File: src/rtl/index_reg_bank_pkg.sv
// Shared encodings and compare helper
// for the per-core index register bank.
package index_reg_pkg;

  typedef enum logic [1:0] {
    OP_NOP = 2'b00,
    OP_CLR = 2'b01,
    OP_INC = 2'b10,
    OP_DEC = 2'b11
  } op_t;

  typedef enum logic [1:0] {
    CMP_LE = 2'b00,
    CMP_LT = 2'b01,
    CMP_EQ = 2'b10,
    CMP_GE = 2'b11
  } cmp_mode_t;

  // Width-agnostic: caller supplies val<lim and val==lim.
  function automatic logic cmp_f(
    input cmp_mode_t m,
    input logic      lt,
    input logic      eq
  );
    logic r;
    case (m)
      CMP_LE:  r = lt | eq;
      CMP_LT:  r = lt;
      CMP_EQ:  r = eq;
      default: r = ~lt;
    endcase
    return r;
  endfunction

endpackage

File: src/rtl/index_channel.sv
// One index channel: value, limit,
// registered compare flag and sticky wrap flag.
module index_channel
  import index_reg_pkg::*;
#(
  parameter int WIDTH   = 8,
  parameter int CORE_ID = 1,
  parameter int STRIDE  = 1
) (
  input  logic             Clk,
  input  logic             RST,
  input  logic             i_wen,
  input  logic             i_lwen,
  input  op_t              i_op,
  input  logic [WIDTH-1:0] i_data,
  input  cmp_mode_t        i_mode,
  output logic [WIDTH-1:0] o_val,
  output logic             o_z,
  output logic             o_ovf
);

  localparam logic [WIDTH-1:0] BASE = WIDTH'(CORE_ID);
  localparam logic [WIDTH-1:0] STEP = WIDTH'(STRIDE);
  localparam logic [WIDTH-1:0] ONES = '1;

  logic [WIDTH-1:0] r_val;
  logic [WIDTH-1:0] r_lim;
  logic             r_z;
  logic             r_ovf;

  logic [WIDTH:0]   w_inc;
  logic [WIDTH:0]   w_dec;
  logic [WIDTH-1:0] w_val_nx;
  logic [WIDTH-1:0] w_lim_nx;
  logic             w_ovf_nx;
  logic [WIDTH-1:0] w_cv;
  logic [WIDTH-1:0] w_cl;
  logic             w_z_nx;

  assign w_inc = {1'b0, r_val} + {1'b0, STEP};
  assign w_dec = {1'b0, r_val} - {1'b0, STEP};

  always_comb begin
    w_val_nx = r_val;
    w_ovf_nx = r_ovf;
    if (i_wen) begin
      w_val_nx = i_data;
      w_ovf_nx = 1'b0;
    end else begin
      case (i_op)
        OP_CLR: begin
          w_val_nx = BASE;
          w_ovf_nx = 1'b0;
        end
        OP_INC: begin
          w_val_nx = w_inc[WIDTH-1:0];
          w_ovf_nx = r_ovf | w_inc[WIDTH];
        end
        OP_DEC: begin
          w_val_nx = w_dec[WIDTH-1:0];
          w_ovf_nx = r_ovf | w_dec[WIDTH];
        end
        default: ;
      endcase
    end
  end

  assign w_lim_nx = i_lwen ? i_data : r_lim;

  // z tracks the state being loaded, so it is aligned with the value.
  assign w_cv   = RST ? BASE : w_val_nx;
  assign w_cl   = RST ? ONES : w_lim_nx;
  assign w_z_nx = cmp_f(i_mode, w_cv < w_cl, w_cv == w_cl);

  always_ff @(posedge Clk) begin
    if (RST) begin
      r_val <= BASE;
      r_lim <= ONES;
      r_ovf <= 1'b0;
      r_z   <= w_z_nx;
    end else begin
      r_val <= w_val_nx;
      r_lim <= w_lim_nx;
      r_ovf <= w_ovf_nx;
      r_z   <= w_z_nx;
    end
  end

  assign o_val = r_val;
  assign o_z   = r_z;
  assign o_ovf = r_ovf;

endmodule

File: src/rtl/index_reg_bank.sv
// Bank of loop/index channels with select
// decode and combinational read mux.
module index_reg_bank
  import index_reg_pkg::*;
#(
  parameter int WIDTH   = 8,
  parameter int NUM_CH  = 4,
  parameter int SEL_W   = $clog2(NUM_CH),
  parameter int CORE_ID = 1,
  parameter int STRIDE  = 1
) (
  input  logic              Clk,
  input  logic              RST,
  input  logic              Wen,
  input  logic [SEL_W-1:0]  Wsel,
  input  logic [WIDTH-1:0]  BusOut,
  input  logic [1:0]        Op,
  input  logic [SEL_W-1:0]  Osel,
  input  logic              Lwen,
  input  logic [1:0]        Cmp_mode,
  input  logic [SEL_W-1:0]  Rsel,
  output logic [WIDTH-1:0]  dout,
  output logic [NUM_CH-1:0] z,
  output logic [NUM_CH-1:0] ovf
);

  logic [WIDTH-1:0] w_val [NUM_CH];
  cmp_mode_t        w_mode;

  assign w_mode = cmp_mode_t'(Cmp_mode);

  // Out-of-range selects never match a channel.
  for (genvar c = 0; c < NUM_CH; c++) begin : g_ch
    logic w_wsel;
    logic w_osel;

    assign w_wsel = (Wsel == SEL_W'(c));
    assign w_osel = (Osel == SEL_W'(c));

    index_channel #(
      .WIDTH   (WIDTH),
      .CORE_ID (CORE_ID),
      .STRIDE  (STRIDE)
    ) u_ch (
      .Clk    (Clk),
      .RST    (RST),
      .i_wen  (Wen & w_wsel),
      .i_lwen (Lwen & w_wsel),
      .i_op   (w_osel ? op_t'(Op) : OP_NOP),
      .i_data (BusOut),
      .i_mode (w_mode),
      .o_val  (w_val[c]),
      .o_z    (z[c]),
      .o_ovf  (ovf[c])
    );
  end

  always_comb begin
    dout = '0;
    for (int c = 0; c < NUM_CH; c++) begin
      if (Rsel == SEL_W'(c)) dout = w_val[c];
    end
  end

endmodule

File: config.mk
export PLATFORM = sky130hd
export DESIGN_NAME = index_reg_bank
export DESIGN_NICKNAME = d
export VERILOG_FILES = /design/src/rtl/index_reg_bank_pkg.sv /design/src/rtl/index_channel.sv /design/src/rtl/index_reg_bank.sv
export SDC_FILE = /design/constraint.sdc
export NUM_CORES = 1
export LEC_CHECK = 0
export BUFFER_PORTS_ARGS = -buffer_cell sky130_fd_sc_hd__buf_4
export CAP_MARGIN = 0
export CELL_PAD_IN_SITES_DETAIL_PLACEMENT = 1
export CELL_PAD_IN_SITES_GLOBAL_PLACEMENT = 1
export CORE_ASPECT_RATIO = 0.75
export CORE_MARGIN = 2
export CORE_UTILIZATION = 41
export DETAILED_ROUTE_END_ITERATION = 8
export GPL_TIMING_DRIVEN = 0
export PLACE_DENSITY_LB_ADDON = 0.15
export SLEW_MARGIN = 20
export SYNTH_ARGS = -nofsm -noshare
export SYNTH_HDL_FRONTEND = slang
export SYNTH_SLANG_ARGS = --single-unit
File: constraint.sdc
create_clock -name Clk -period 2.95 [get_ports Clk]
set_input_delay 0.59 -clock Clk [delete_from_list [all_inputs] [get_ports Clk]]
set_output_delay 0.59 -clock Clk [all_outputs]
set_load 0.02 [all_outputs]
==> flow_summary.yaml <==
status:
  status: "complete, but fails checks"
  violations: "negative setup slack"
floorplanning:
  rows: 36
  start_util: 0.4266
  ios: 38
  dieHeight_microns: 105.3
  chipWidth_microns: 139.1
  core_sq_um: 13150
  dieArea_sq_um: 14650
placement:
  dp_hpwl_mm: 16.28
  portBuffers: 24
  place_ws_ns: -1.006
  gp_congestion: 0.9628
drt:
  drt-initial-drc-count: 332
  viasPerCell: 6.215
  vias: 5867
  drt-wirelength-per-cell_microns: 23.80
  wl_mm: 22.47
  antenna_left: 0
  drtPass1Iterations: 5
  drc_errors: 0
timing:
  hold_viol_final: 0
  rsz0062_at_grt: "true"
  period_needed_ns: 3.006
  worst_pin_slew_ns: 0.7130
  setup_ws_ns: -0.05630
  relSlewSlack: 0.5247
  fmax_mhz: 332.6
  slew_violations: 0
  skew_ns: 0.007658
  finalCritPeriodShare: 1.019
  tns_ns: -0.05630
  setup_violations: 1
layout:
  antennaDiodeCount: 0
  final_common_cell: "nand2_1"
  area_growth_pct: 20.21
  layout-drive-gt1-share: 0.2290
  fillCellCount: 1617
  multi_input_area_sq_um: 3963
  final_cell_mix: "nand2_1, dfxtp_1, nor2_1"
  seq_area_sq_um: 1469
  final_nets: 831
  post-route-util: 0.5127
synth:
  ys.flop_type: "dfxtp_1"
  synth_edf_count: 0
  synth_area_sq_um: 5610
  yosysWarnings: 0
  syn_inst: 731
  synth_top_area_share: 0.2569
  synth_seq_cells: 72
  synthArstFlopShare: 0
  synthTopCellsByArea: "dfxtp_1, ha_1, nand2_1"
  synth_area_leader_cell: "dfxtp_1"
  avgSynthCellArea_sq_um: 7.675
  synth_seq_area_share: 0.2569
  synth_fp_nets: 793
  ys_types: 72
power_and_ir_drop:
  p_leak_nw: 2.927
  finalPower_mw: 3.033
  p_per_area_nw_per_um2: 449.8
  ir_drop_mv: 0.3172
grt:
  antenna_found_initial: 0
  first_global_vias: 5957
  grt_usage: 0.3038
  grt_pass1_wl_mm: 34.32
  grt_overflow_total: 0
  grt_max_degree: 12
cts:
  cts_made_buffers: 9
  cts_tree: "yes"
  h-tree-depth: 3
  root_buffer: "clkbuf_16"
  cts_hold_buf: 0
  clock-sinks: 72
  cts.reportedPaths.clkPinSlew_ns: 0.06
  clock_latency_ns: 0.35
  cts_buffer_depth: 2
worst_setup_path:
  start_kind: "flop"
  worstPathCellList: "inv_1 -> ha_4 -> or3b_4 -> or3_4 -> mux2i_1 -> o22a_1 -> a211oi_2 -> ha_1 -> nand2_2 -> nor2_2 -> a21oi_2 -> mux2_4"
  worstSetupStartpoint: "g_ch[0].u_ch.o_val[1]$_DFF_P_"
  critPathArrivalTime_ns: 3.24
  worst-path-max-fanout: 3
  crit_required_ns: 3.18
  path_class: "reg2reg"
  cpMaxStageDelayCell: "or3_4"
  critPathCaptureType: "flop"
  r2r-start: "g_ch[0].u_ch.o_val[1]$_DFF_P_"
  max_stage_delay_ns: 0.41
min_path:
  hp-class: "reg2reg"
  min-delay-start: "g_ch[2].u_ch.r_lim[3]$_DFF_P_"
run:
  cap_violations: 0
[flip-flops by register name, indices dropped and copies added (netlist names)]
| register | cells |
|---|---|
| g_ch.u_ch.r_lim | 32 |
| g_ch.u_ch.o_ovf | 4 |
| g_ch.u_ch.o_val | 32 |
| g_ch.u_ch.o_z | 4 |
[cell usage after synthesis (8+ instances only)]
| master | number |
|---|---|
| nand2_1 | 93 |
| dfxtp_1 | 72 |
| nor2_1 | 64 |
| clkbuf_1 | 50 |
| ha_1 | 40 |
| inv_1 | 38 |
| o21ai_0 | 31 |
| a21oi_1 | 30 |
| nor3_1 | 30 |
| nand3_1 | 22 |
| a211oi_1 | 19 |
| mux2i_1 | 18 |
| nor2b_1 | 17 |
| nand3b_1 | 16 |
| and3b_1 | 12 |
| nand4_1 | 10 |
| buf_4 | 8 |
| nor4_1 | 8 |
| xnor2_1 | 8 |
[routing by layer]
layer	global-route usage	part of all wire	up-vias
met4	0.1032	0.025	0
li1	-	-	2689
met3	0.05270	0.066	41
met5	0	0	-
met1	0.3995	0.44	2929
met2	0.5063	0.47	208
[final cells by class]
class	count	area share
multi-input combinational	550	0.5876
tap	171	0.03173
timing repair buffer	39	0.04341
clock buffer	13	0.04007
buffer	59	0.05269
inverter	38	0.02115
clock inverter	2	0.005566
sequential	72	0.2178
[path summary, 6_finish.rpt]
| path | endpoint | slack (ns) | cells past startpoint |
|---|---|---|---|
| hold / removal | g_ch[2].u_ch.r_lim[3]$_DFF_P_ | 0.48 | 2 |
| setup / recovery | g_ch[0].u_ch.o_z$_DFF_P_ | -0.06 | 12 |
| hold reg to reg | g_ch[2].u_ch.r_lim[3]$_DFF_P_ | 0.48 | 2 |
| setup reg to reg | g_ch[0].u_ch.o_z$_DFF_P_ | -0.06 | 12 |
[power breakdown]
group          internal, mW  switching, mW
clock                 0.721          0.468
sequential             1.03         0.0726
combinational         0.295          0.446
[worst max-delay path: cells and delay by family, from the launching register on]
| family | cells | cell delay [ns] |
|---|---|---|
| compound gates | 3 | 0.67 |
| fa+ha+maj | 2 | 0.43 |
| buf+inv | 1 | 0.08 |
| flops | 1 | 0.34 |
| mux | 2 | 0.43 |
| simple gates | 4 | 0.95 |
[cell families after synthesis]
family | count (synthesis) | share of synthesized area
mux | 30 | 0.07293
fa+ha+maj | 40 | 0.08921
compound gates | 156 | 0.1925
simple gates | 315 | 0.2901
buf+inv | 109 | 0.08430
flops | 72 | 0.2569
xor+xnor | 9 | 0.01405
[repair_timing]
action,in CTS,in global routing
pin swaps,4,16
resized for setup,61,73
endpoints found under the setup margin,4,4
setup buffers,5,10
[stage by stage]
stage,instances,hold WS [ns],instance area (sq um)
after floorplan,731,0.4380,5610
after global placement,926,0.4536,6005
after detailed placement,926,0.4639,6005
after CTS,940,0.4809,6510
after global routing,944,0.5031,6744
final,944,0.4801,6744
(Power assumes the default switching activity.)
